<file path="config.mk">
export PLATFORM = sky130hd
export DESIGN_NAME = p_mul_rx
export DESIGN_NICKNAME = d
export VERILOG_FILES = /design/src/rtl/p_mul_pkg.sv /design/src/rtl/p_mul_step.sv /design/src/rtl/p_mul_rx.sv
export SDC_FILE = /design/constraint.sdc
export NUM_CORES = 1
export LEC_CHECK = 0
export CAP_MARGIN = 20
export CORE_ASPECT_RATIO = 1.25
export CORE_MARGIN = 8
export CORE_UTILIZATION = 55
export CTS_CLUSTER_DIAMETER = 40
export DETAILED_ROUTE_END_ITERATION = 8
export PLACE_DENSITY = 0.75
export SLEW_MARGIN = 25
export SYNTH_ARGS = -nofsm -noshare
export SYNTH_HDL_FRONTEND = slang
export SYNTH_SLANG_ARGS = --single-unit
</file>
<file path="constraint.sdc">
create_clock -name clock -period 4.9 [get_ports clock]
set_clock_uncertainty 0.05 [all_clocks]
set_input_delay 1.47 -clock clock [delete_from_list [all_inputs] [get_ports clock]]
set_output_delay 1.47 -clock clock [all_outputs]
set_load 0.02 [all_outputs]
</file>
<file path="src/rtl/p_mul_pkg.sv">
// p_mul_pkg: shared types and helpers for the packed-lane multiplier.
//   state_e     : controller states (IDLE, BUSY, DONE)
//   XLEN_*/BPS_*: legal operand widths and bits-per-step values
//   widest_sel  : index of the widest lane width selected by a pw vector
//   lane_steps  : number of steps needed to retire one lane's multiplier
package p_mul_pkg;

    typedef enum logic [1:0] {
        IDLE = 2'd0,
        BUSY = 2'd1,
        DONE = 2'd2
    } state_e;

    localparam int unsigned XLEN_32 = 32;
    localparam int unsigned XLEN_64 = 64;
    localparam int unsigned BPS_1   = 1;
    localparam int unsigned BPS_2   = 2;
    localparam int unsigned BPS_4   = 4;

    // Lowest set bit of pw is the widest lane; an all-zero pw falls back to
    // full-width lanes so the operation still terminates.
    function automatic logic [2:0] widest_sel(input logic [7:0] pw);
        logic [2:0] sel;
        logic       found;
        sel   = 3'd0;
        found = 1'b0;
        for (int unsigned i = 0; i < 8; i++) begin
            if (pw[i] && !found) begin
                sel   = 3'(i);
                found = 1'b1;
            end
        end
        return sel;
    endfunction

    function automatic logic [6:0] lane_steps(input int unsigned xlen,
                                              input logic [2:0]  sel,
                                              input int unsigned bps);
        return 7'((xlen >> sel) / bps);
    endfunction

endpackage

</file>
<file path="src/rtl/p_mul_step.sv">
// p_mul_step: one combinational multiply step over all lanes.
//   acc_i    : 2*XLEN accumulator, lane k in slot [2*LW*k +: 2*LW]
//   mcand_i  : multiplicand in the same slot layout, pre-shifted by prior steps
//   mplier_i : multiplier, packed lanes, pre-shifted right by prior steps
//   sel_i    : lane width index (LW = XLEN >> sel_i)
//   clmul_i  : combine partial products by XOR instead of addition
//   acc_o    : accumulator after retiring BPS multiplier bits per lane
module p_mul_step
    import p_mul_pkg::*;
#(
    parameter int unsigned XLEN = 32,
    parameter int unsigned BPS  = 1,
    parameter int unsigned PWW  = $clog2(XLEN)
) (
    input  logic [2*XLEN-1:0] acc_i,
    input  logic [2*XLEN-1:0] mcand_i,
    input  logic [XLEN-1:0]   mplier_i,
    input  logic [2:0]        sel_i,
    input  logic              clmul_i,
    output logic [2*XLEN-1:0] acc_o
);

    // bits_w[w][j][p]: multiplier bit j of the lane owning accumulator bit p,
    // for lane width index w. Spreads each lane's bit across its whole slot.
    logic [2*XLEN-1:0] bits_w [PWW][BPS];
    logic [2*XLEN-1:0] bits_sel [BPS];

    for (genvar w = 0; w < PWW; w++) begin : g_w
        localparam int unsigned LW = XLEN >> w;
        for (genvar j = 0; j < BPS; j++) begin : g_j
            for (genvar p = 0; p < 2*XLEN; p++) begin : g_p
                if (j < LW) begin : g_bit
                    assign bits_w[w][j][p] = mplier_i[(p / (2*LW)) * LW + j];
                end else begin : g_none
                    assign bits_w[w][j][p] = 1'b0;
                end
            end
        end
    end

    always_comb begin
        for (int unsigned j = 0; j < BPS; j++) begin
            bits_sel[j] = '0;
            for (int unsigned w = 0; w < PWW; w++) begin
                if (sel_i == 3'(w)) begin
                    bits_sel[j] = bits_w[w][j];
                end
            end
        end
    end

    // A lane's running sum never exceeds (2^LW-1)^2 < 2^(2*LW), so a
    // full-width add produces no carry out of any lane slot.
    always_comb begin
        logic [2*XLEN-1:0] acc;
        logic [2*XLEN-1:0] pp;
        acc = acc_i;
        pp  = '0;
        for (int unsigned j = 0; j < BPS; j++) begin
            pp  = (mcand_i << j) & bits_sel[j];
            acc = clmul_i ? (acc ^ pp) : (acc + pp);
        end
        acc_o = acc;
    end

endmodule

</file>
<file path="src/rtl/p_mul_rx.sv">
// p_mul_rx: iterative packed-lane integer / carry-less multiplier.
//   clock, resetn : rising-edge clock, asynchronous active-low reset
//   valid / ready : request held until the one-cycle ready strobe
//   mul_l / mul_h : select low (priority) or high half of each lane product
//   clmul         : carry-less product
//   pw            : one-hot lane width, pw[i] -> lanes of XLEN>>i bits
//   crs1 / crs2   : multiplicand / multiplier, packed lanes
//   result        : registered packed result, zero outside DONE
module p_mul_rx
    import p_mul_pkg::*;
#(
    parameter int unsigned XLEN = 32,
    parameter int unsigned BPS  = 1,
    parameter int unsigned PWW  = $clog2(XLEN)
) (
    input  logic            clock,
    input  logic            resetn,
    input  logic            valid,
    output logic            ready,
    input  logic            mul_l,
    input  logic            mul_h,
    input  logic            clmul,
    input  logic [PWW-1:0]  pw,
    input  logic [XLEN-1:0] crs1,
    input  logic [XLEN-1:0] crs2,
    output logic [XLEN-1:0] result
);

    state_e            state_q, state_d;
    logic [6:0]        cnt_q, cnt_d;
    logic [2*XLEN-1:0] acc_q, acc_d;
    logic [2*XLEN-1:0] mcand_q, mcand_d;
    logic [XLEN-1:0]   mplier_q, mplier_d;
    logic [2:0]        sel_q, sel_d;
    logic              mul_l_q, mul_l_d;
    logic              mul_h_q, mul_h_d;
    logic              clmul_q, clmul_d;
    logic              ready_q, ready_d;
    logic [XLEN-1:0]   result_q, result_d;

    logic [2:0]        sel_in;
    logic [6:0]        steps;
    logic [2*XLEN-1:0] step_acc;
    logic [2*XLEN-1:0] mcand_sel;
    logic [XLEN-1:0]   lo_sel, hi_sel;

    logic [2*XLEN-1:0] mcand_w [PWW];
    logic [XLEN-1:0]   lo_w    [PWW];
    logic [XLEN-1:0]   hi_w    [PWW];

    assign sel_in = widest_sel(8'(pw));
    assign steps  = lane_steps(XLEN, sel_q, BPS);

    // Per lane width: spread crs1 lanes into 2*LW slots, and gather the low
    // and high LW bits of each accumulator slot back into packed lanes.
    for (genvar w = 0; w < PWW; w++) begin : g_w
        localparam int unsigned LW = XLEN >> w;
        for (genvar p = 0; p < 2*XLEN; p++) begin : g_exp
            if ((p % (2*LW)) < LW) begin : g_src
                assign mcand_w[w][p] = crs1[(p / (2*LW)) * LW + (p % (2*LW))];
            end else begin : g_zero
                assign mcand_w[w][p] = 1'b0;
            end
        end
        for (genvar b = 0; b < XLEN; b++) begin : g_ext
            assign lo_w[w][b] = acc_q[(b / LW) * 2 * LW + (b % LW)];
            assign hi_w[w][b] = acc_q[(b / LW) * 2 * LW + LW + (b % LW)];
        end
    end

    always_comb begin
        mcand_sel = '0;
        lo_sel    = '0;
        hi_sel    = '0;
        for (int unsigned w = 0; w < PWW; w++) begin
            if (sel_in == 3'(w)) begin
                mcand_sel = mcand_w[w];
            end
            if (sel_q == 3'(w)) begin
                lo_sel = lo_w[w];
                hi_sel = hi_w[w];
            end
        end
    end

    p_mul_step #(
        .XLEN (XLEN),
        .BPS  (BPS),
        .PWW  (PWW)
    ) u_step (
        .acc_i    (acc_q),
        .mcand_i  (mcand_q),
        .mplier_i (mplier_q),
        .sel_i    (sel_q),
        .clmul_i  (clmul_q),
        .acc_o    (step_acc)
    );

    always_comb begin
        state_d  = state_q;
        cnt_d    = cnt_q;
        acc_d    = acc_q;
        mcand_d  = mcand_q;
        mplier_d = mplier_q;
        sel_d    = sel_q;
        mul_l_d  = mul_l_q;
        mul_h_d  = mul_h_q;
        clmul_d  = clmul_q;
        ready_d  = 1'b0;
        result_d = '0;
        unique case (state_q)
            IDLE: begin
                if (valid) begin
                    state_d  = BUSY;
                    cnt_d    = '0;
                    acc_d    = '0;
                    mcand_d  = mcand_sel;
                    mplier_d = crs2;
                    sel_d    = sel_in;
                    mul_l_d  = mul_l;
                    mul_h_d  = mul_h;
                    clmul_d  = clmul;
                end
            end
            BUSY: begin
                if (!valid) begin
                    state_d = IDLE;
                    cnt_d   = '0;
                    acc_d   = '0;
                end else if (cnt_q == steps) begin
                    // All N steps retired; this cycle latches the result so
                    // ready and result appear together in DONE.
                    state_d  = DONE;
                    ready_d  = 1'b1;
                    result_d = mul_l_q ? lo_sel : (mul_h_q ? hi_sel : '0);
                end else begin
                    acc_d    = step_acc;
                    mcand_d  = mcand_q << BPS;
                    mplier_d = mplier_q >> BPS;
                    cnt_d    = cnt_q + 7'd1;
                end
            end
            DONE: begin
                state_d = IDLE;
                cnt_d   = '0;
                acc_d   = '0;
            end
            default: begin
                state_d = IDLE;
            end
        endcase
    end

    always_ff @(posedge clock or negedge resetn) begin
        if (!resetn) begin
            state_q  <= IDLE;
            cnt_q    <= '0;
            acc_q    <= '0;
            mcand_q  <= '0;
            mplier_q <= '0;
            sel_q    <= '0;
            mul_l_q  <= 1'b0;
            mul_h_q  <= 1'b0;
            clmul_q  <= 1'b0;
            ready_q  <= 1'b0;
            result_q <= '0;
        end else begin
            state_q  <= state_d;
            cnt_q    <= cnt_d;
            acc_q    <= acc_d;
            mcand_q  <= mcand_d;
            mplier_q <= mplier_d;
            sel_q    <= sel_d;
            mul_l_q  <= mul_l_d;
            mul_h_q  <= mul_h_d;
            clmul_q  <= clmul_d;
            ready_q  <= ready_d;
            result_q <= result_d;
        end
    end

    assign ready  = ready_q;
    assign result = result_q;

endmodule

</file>
# Word-level counts from Yosys, hierarchy flattened
# Cells that the tools add are included.
# classes
bitwise_logic,2
n_eq_ne,16
n_addsub,2
reduce_logical,17
muxes,57
shifts,1
# op_table
op,n
64-bit two-way mux,16
32-bit two-way mux,19
64-bit case mux with 3 select lines,1
64-bit case mux with 2 select lines,1
64-bit adder,1
64-bit AND,1
32-bit case mux with 2 select lines,1
64-bit XOR,1
7-bit two-way mux,3
7-bit case mux with 3 select lines,1
"3-bit by 2-bit == test with 1-bit output, second input constant",4
2-bit two-way mux,5
1-bit two-way mux,8
"7-bit by 1-bit adder with 7-bit output, second input constant",1
7-bit == test,1
"6-bit by 3-bit >> shifter with 7-bit output, first input constant",1
"3-bit by 1-bit == test with 1-bit output, second input constant",2
"3-bit == test, second input constant",2
3-bit zero test,2
"2-bit != test, second input constant",3
"3-bit != test, second input constant",2
1-bit logical AND,4
1-bit zero test,4
2-bit case mux with 2 select lines,1
other kinds (9),10
# totals
elab_cells,106
inputBits,75
register_bits,208

# Logic depth before layout (Yosys ltp)
# Gate-level depths: netlist of the first run.
# logic_depth
depth_word,21
depth_mapped,19
mapped_depth_nobuf,16

# Cells and area by module
# From an unflattened synthesis of the first run, not the netlist that was laid out.
# hier_totals
cells_unflattened,2073
hier_area_um2,16079.2
# by_module_without_submodules
mod,cells_per_inst,area_each_um2,instances,seq_area_each_um2
p_mul_rx,1288,11088.1,1,5205.0
p_mul_step,785,4991.0,1,0.0

# Worst setup path before layout of the first run
# Ideal clock, no wire load.
# synth_path
path_type,reg2reg
from,register sel_q[2]
to,register acc_q[48]
slack_ps,916
path_stages_with_launch,19
period_less_slack_ps,3984
t_arrival_ps,3808
setup_ps,126
cell_sequence,dfrtp_1 buf_2 buf_2 clkbuf_1 clkbuf_1 nand2_1 and3_1 ha_1 inv_1 fa_1 and2b_1 o2111ai_1 a211oi_1 o211ai_1 a211oi_2 o211ai_1 a2111oi_0 a41o_1 a221o_1
# synth_between
elab_chain_len,12
# synth_rtl
element,line_no,source
"start, declared",p_mul_rx.sv:34,"logic [2:0] sel_q, sel_d;"
"start signal, assigned",p_mul_rx.sv:173,sel_q <= sel_d;
3-bit zero test,p_mul_step.sv:45,if (sel_i == 3'(w)) begin
64-bit two-way mux (5 in series),p_mul_step.sv:45,
64-bit AND,p_mul_step.sv:60,pp = (mcand_i << j) & bits_sel[j];
64-bit adder or 64-bit XOR (tied branches),p_mul_step.sv:61,acc = clmul_i ? (acc ^ pp) : (acc + pp);
64-bit two-way mux,p_mul_step.sv:61,
64-bit two-way mux,p_mul_rx.sv:130,end else if (cnt_q == steps) begin
64-bit two-way mux,p_mul_rx.sv:126,if (!valid) begin
64-bit case mux with 3 select lines,p_mul_rx.sv:111,unique case (state_q)
"end signal, assigned",p_mul_rx.sv:158,acc_q <= '0;
"end signal, assigned",p_mul_rx.sv:170,acc_q <= acc_d;
"end, declared",p_mul_rx.sv:31,"logic [2*XLEN-1:0] acc_q, acc_d;"
# Several ways; a longest one is shown, not always the timed one. The select of a mux whose other input is x is not followed.
# A chain may end at the register's enable or synchronous reset.

# Worst setup path after layout of the first run
# layout_path
from,register sel_q[0]
to,register acc_q[48]
# The elaborated chain is that of the path after synthesis.

==> impl_metrics.py, run 1 <==
metrics = {
    "floorplanning": {
        "die_w_um": 168,
        "initial_core_util_pct": 55.8,
        "core_area_mm2": 0.0285,
        "ios": 108,
        "die_h_um": 206,
        "die_area_mm2": 0.0346,
        "rows": 69,
    },
    "synth": {
        "synth_cell_types": 82,
        "synth_edf_count": 0,
        "syn_inst": 2084,
        "yosysWarnings": 0,
        "synth.avg_cell_area_um2": 7.63,
        "syn_nets": 2224,
        "yosysSeqAreaShare_pct": 32.7,
        "synth_ff_type": "dfrtp_1",
        "async_reset_ff_share_pct": 100,
        "synth-seq-cells": 208,
        "netlist_area_mm2": 0.0159,
    },
    "finish": {
        "final_common_cell": "nand2_1",
        "final_util_pct": 64.7,
        "drive_gt1_share_pct": 6.89,
        "fin_cells": 2506,
        "nNetsFinal": 2261,
        "fillerInstances": 2587,
        "finalInstanceArea_mm2": 0.0184,
        "regArea_mm2": 0.00521,
        "multi_input_area_mm2": 0.00988,
        "area_growth_pct": 15.9,
        "final_cell_mix": "nand2_1 (283), nor2_1 (221), dfrtp_1 (204), o21ai_0 (201), a21oi_1 (189)",
    },
    "clock_network": {
        "cts_resized": 0,
        "ctsHoldBuffers": 0,
        "cts_setup_buffers": 0,
        "cts.sinks": 208,
        "clkTransAtPathRegs_ns": 0.05,
        "clockBufferDepth": 3,
        "clkLatencyLatePin_ns": 0.53,
        "numCtsBuffers": 35,
        "cts.htree.levels": 2,
        "cts_root_buffer": "clkbuf_16",
        "cts_tree": "done",
    },
    "place": {
        "placed_area_mm2": 0.0172,
        "numPortBuffers": 107,
        "placed_cells": 2439,
        "dp_hpwl_mm": 45.5,
        "gp_congestion": 1.06,
    },
    "setup_path": {
        "path_max_fanout": 19,
        "crit_type": "reg -> reg",
        "cp_cell_sequence": "inv_1, buf_4, nor2_1, a21oi_1, nor2_1, nor2_1, nor2b_1, ha_1, nand4_1, a211oi_1, o211ai_1, buf_4, a211oi_2, o211ai_1, a2111oi_0, a41o_1, a221o_1",
        "cp_common_cell": "nor2_1",
        "startpoint_type": "flip-flop",
        "end_kind": "flip-flop",
        "arrival_ns": 5.08,
        "worstPathRequired_ns": 5.31,
        "reg2reg_depth": 17,
        "critPathMaxStageDelay_ns": 0.54,
        "cp_slowest_cell": "dfrtp_2",
    },
    "route": {
        "antenna_left": 0,
        "met2_length_mm": 27.3,
        "drtIter0Drc": 1937,
        "drc_errors": 0,
        "wl_met3_mm": 5.56,
        "dr.pass1.iters": 6,
        "routed-via-count": 16900,
        "routed.top_layer": "met4",
        "viasPerCell": 6.73,
        "finalWirelength_mm": 60.4,
        "wl_per_cell_um": 24.1,
        "drt-met1-wl_mm": 23.8,
    },
    "sta": {
        "setup_tns_ns": 0,
        "period_share_pct": 95.3,
        "setup_viol_count_final": 0,
        "relSlewSlack_pct": 26.0,
        "rsz0062_at_grt": "false",
        "post-route-min-period_ns": 4.67,
        "maxSlewViolCount": 0,
        "fmax_mhz": 214,
        "finalHoldViolCount": 0,
        "worst_slew_pin_slew_ns": 1.10,
    },
    "power_and_ir_drop": {
        "power.density_mw_per_mm2": 587,
        "ir_drop_mv": 0.472,
        "p_total_mw": 10.8,
        "p_leak_nw": 7.56,
    },
    "grt": {
        "grtUsageTotal_pct": 34.0,
        "antenna_found_initial": 1,
        "grt_overflow_total": 0,
        "grt_pass1_vias": 15800,
        "grt_pass1_wl_mm": 91.9,
        "grt_max_degree": 102,
    },
    "worst_hold_path": {
        "holdPathStages": 2,
        "min_path_type": "reg -> reg",
    },
    "run": {
        "maxCapViolCount": 0,
    },
    "outcome": {
        "status": "finished clean",
    },
}
metal layers:
layer	track usage, %	vias to the layer above
met5	0	-
met4	19.5	0
met3	5.22	225
met2	54.3	1014
met1	43.6	7977
li1	-	7651
Yosys cell counts, types with 29 or more instances:
| cell type | instances | area share, % |
|---|---|---|
| o21ai_0 | 201 | 6.3 |
| nand2_1 | 283 | 6.7 |
| inv_1 | 50 | 1.2 |
| a221o_1 | 29 | 1.8 |
| and2_1 | 35 | 1.4 |
| clkbuf_1 | 105 | 2.5 |
| o22ai_1 | 43 | 1.7 |
| a21o_1 | 33 | 1.6 |
| mux2i_1 | 30 | 1.9 |
| dfrtp_1 | 208 | 33 |
| nand3_1 | 59 | 1.9 |
| nor2b_1 | 50 | 2.0 |
| xnor2_1 | 38 | 2.1 |
| nor3_1 | 36 | 1.1 |
| a21oi_1 | 189 | 5.9 |
| a31oi_1 | 65 | 2.6 |
| ha_1 | 64 | 5.0 |
| nor2_1 | 223 | 5.3 |
| buf_2 | 33 | 1.0 |
| nand4_1 | 34 | 1.3 |
metrics by stage:
stage | setup slack, ns | hold slack [ns]
3_3_place_gp | 0.514 | 0.428
6_report | 0.229 | 0.462
2_1_floorplan | 0.916 | 0.392
5_1_grt | 0.0996 | 0.476
3_5_place_dp | 0.393 | 0.450
4_1_cts | 0.396 | 0.464
critical path: cells and delay by family (launching register included):
kind | cells | cell delay (ns)
compound gates | 8 | 2.24
simple gates | 5 | 0.73
buf+inv | 3 | 0.58
flops | 1 | 0.54
fa+ha+maj | 1 | 0.45
state kept, by name (all words and copies together) (netlist names):
signal	flops
cnt_q	7
mcand_q	64
clmul_q	1
result	32
mplier_q	32
sel_q	3
mul_l_q	1
acc_q	64
state_q	2
mul_h_q	1
ready	1
cell type report:
cell class                      count  area share [%]
Antenna cell                        3          0.0407
Clock buffer                       42            5.17
Clock inverter                     22            1.50
Inverter                           53            1.08
Multi-Input combinational cell   1669            53.6
Sequential cell                   208            28.3
Tap cell                          355            2.41
Timing Repair Buffer              154            7.95
cells by family after synthesis:
| group | count (synthesis) | share of synthesized area [%] |
|---|---|---|
| buf+inv | 207 | 5.26 |
| flops | 208 | 32.7 |
| simple gates | 765 | 21.6 |
| mux | 38 | 2.60 |
| xor+xnor | 51 | 2.81 |
| compound gates | 750 | 29.9 |
| fa+ha+maj | 65 | 5.16 |
worst paths after layout:
check	start	to	slack, ns
setup / recovery	sel_q[0]	acc_q[48]	0.23
hold / removal	mcand_q[5]	mcand_q[5]	0.46
setup reg to reg	sel_q[0]	acc_q[48]	0.23
hold reg to reg	mcand_q[5]	mcand_q[5]	0.46
max in group asynchronous	resetn	mcand_q[48]	2.96
min in group asynchronous	resetn	mul_h_q	0.91
power by group:
group / total, mW / switching [mW] / internal [mW]
Clock: 2.58 / 0.951 / 1.63
Sequential: 3.12 / 0.869 / 2.26
Combinational: 5.12 / 3.29 / 1.83
Total: 10.8 / 5.11 / 5.71
(Power assumes the default switching activity.)
==> run 2, diff against run 1 <==
--- a/config.mk
+++ b/config.mk
@@ -6,13 +6,13 @@
 export NUM_CORES = 1
 export LEC_CHECK = 0
 export CAP_MARGIN = 20
-export CORE_ASPECT_RATIO = 1.25
 export CORE_MARGIN = 8
 export CORE_UTILIZATION = 55
 export CTS_CLUSTER_DIAMETER = 40
 export DETAILED_ROUTE_END_ITERATION = 8
 export PLACE_DENSITY = 0.75
-export SLEW_MARGIN = 25
+export REMOVE_ABC_BUFFERS = 1
+export SLEW_MARGIN = 20
 export SYNTH_ARGS = -nofsm -noshare
 export SYNTH_HDL_FRONTEND = slang
 export SYNTH_SLANG_ARGS = --single-unit
==> impl_metrics.py, run 2 (same netlist as run 1, synthesis figures left out) <==
metrics = {
    "place": {
        "gp_congestion": 1.04,
        "placed_cells": 2461,
        "dp_hpwl_mm": 44.8,
        "numPortBuffers": 107,
    },
    "grt": {
        "grt_pass1_vias": 15700,
        "antenna_found_initial": 1,
        "grtUsageTotal_pct": 34.3,
        "grt_max_degree": 102,
        "grt_overflow_total": 0,
        "grt_pass1_wl_mm": 92.3,
    },
    "finish": {
        "area_growth_pct": 16.6,
        "drive_gt1_share_pct": 6.85,
        "final_util_pct": 64.8,
        "fin_cells": 2530,
        "final_cell_mix": "nand2_1 (283), nor2_1 (221), dfrtp_1 (204), o21ai_0 (200), a21oi_1 (189)",
        "nNetsFinal": 2257,
        "n_antenna_cell": 0,
        "reg_top3": "acc_q (64), mcand_q (64)",
        "final_common_cell": "nand2_1",
    },
    "sta": {
        "finalHoldViolCount": 0,
        "setup_viol_count_final": 0,
        "fmax_mhz": 216,
        "rsz0062_at_grt": "false",
        "relSlewSlack_pct": 39.9,
        "period_share_pct": 94.7,
        "post-route-min-period_ns": 4.64,
        "worst_slew_pin_slew_ns": 0.899,
        "setup_tns_ns": 0,
        "maxSlewViolCount": 0,
    },
    "route": {
        "drt-met1-wl_mm": 24.8,
        "routed.top_layer": "met5",
        "viasPerCell": 6.68,
        "met2_length_mm": 25.2,
        "drtIter0Drc": 2505,
        "antenna_left": 0,
        "drc_errors": 0,
        "wl_met3_mm": 7.08,
        "finalWirelength_mm": 59.6,
        "routed-via-count": 16900,
        "dr.pass1.iters": 8,
        "wl_per_cell_um": 23.5,
    },
    "setup_path": {
        "worstPathRequired_ns": 5.25,
        "arrival_ns": 4.99,
        "r2r_end": "acc_q[58]",
        "r2r_start": "sel_q[1]",
        "end_kind": "flip-flop",
        "r2r_slack_ns": 0.26,
        "crit_type": "reg -> reg",
        "startpoint_type": "flip-flop",
        "reg2reg_depth": 15,
        "path_max_fanout": 17,
        "crit_start": "sel_q[1]",
        "endpoint": "acc_q[58]",
    },
    "outcome": {
        "status": "finished clean",
    },
    "clock_network": {
        "cts.sinks": 208,
        "cts_root_buffer": "clkbuf_16",
        "cts_resized": 0,
        "cts_tree": "done",
        "clkTransAtPathRegs_ns": 0.06,
        "clockBufferDepth": 3,
        "numCtsBuffers": 38,
        "cts.htree.levels": 2,
        "cts_setup_buffers": 0,
        "ctsHoldBuffers": 0,
        "clkLatencyLatePin_ns": 0.53,
    },
    "floorplanning": {
        "die_h_um": 186,
        "die_area_mm2": 0.0346,
        "die_w_um": 186,
        "rows": 62,
        "initial_core_util_pct": 55.6,
        "core_area_mm2": 0.0286,
        "ios": 108,
    },
    "run": {
        "maxCapViolCount": 0,
    },
    "worst_hold_path": {
        "hold_start": "mcand_q[44]",
        "holdPathStages": 2,
        "min_path_type": "reg -> reg",
    },
    "power_and_ir_drop": {
        "p_total_mw": 11.0,
        "ir_drop_mv": 0.366,
        "p_leak_nw": 7.58,
        "power.density_mw_per_mm2": 594,
    },
}
==> run 2: stage by stage <==
| stage | setup WS, ns | instance area [um^2] | hold slack (ns) |
|---|---|---|---|
| 2_1_floorplan | -1.38 | 15300 | 0.392 |
| 3_3_place_gp | 0.391 | 17200 | 0.428 |
| 3_5_place_dp | 0.386 | 17200 | 0.442 |
| 4_1_cts | 0.389 | 18500 | 0.452 |
| 5_1_grt | 0.0312 | 18500 | 0.481 |
| 6_report | 0.261 | 18500 | 0.456 |
==> run 2: worst min path at each step <==
stage          slack [ns]     endpoint
3_5_place_dp         0.44  mcand_q[44]
2_1_floorplan        0.39     cnt_q[6]
5_1_grt              0.48     cnt_q[6]
4_1_cts              0.45     cnt_q[6]
3_3_place_gp         0.43  mcand_q[44]
6_report             0.46  mcand_q[44]
==> run 2: worst max-delay path, cell delays in order, from the launching register on <==
cell,delay (ns)
dfrtp_2,0.56
clkinv_1,0.17
buf_4,0.25
nor2_1,0.52
a21oi_1,0.26
nor2b_1,0.31
ha_1,0.35
a21oi_1,0.32
o21ai_0,0.14
nor2_1,0.16
o211ai_1,0.11
o21a_1,0.29
a21boi_0,0.31
o41ai_1,0.15
a221o_1,0.33
a32o_1,0.24
==> run 2: cell type report <==
cell class                 count  area [um^2]
tap                          384          480
fill                        2473        10100
inverter                      53          199
multi-input combinational   1669         9880
timing repair buffer         147         1430
sequential                   208         5210
clock buffer                  44         1050
clock inverter                25          300
==> run 2: metal layers <==
layer  global-route usage, %  vias to the layer above
met5                       0                        -
li1                        -                     7645
met1                    48.7                     7949
met3                    6.66                      190
met4                    12.8                        2
met2                    51.1                     1121
==> run 2: power breakdown <==
group          internal [mW]  total (mW)  switching [mW]
Clock                   1.78        2.78            1.00
Sequential              2.26        3.18           0.923
Combinational           1.83        5.06            3.23
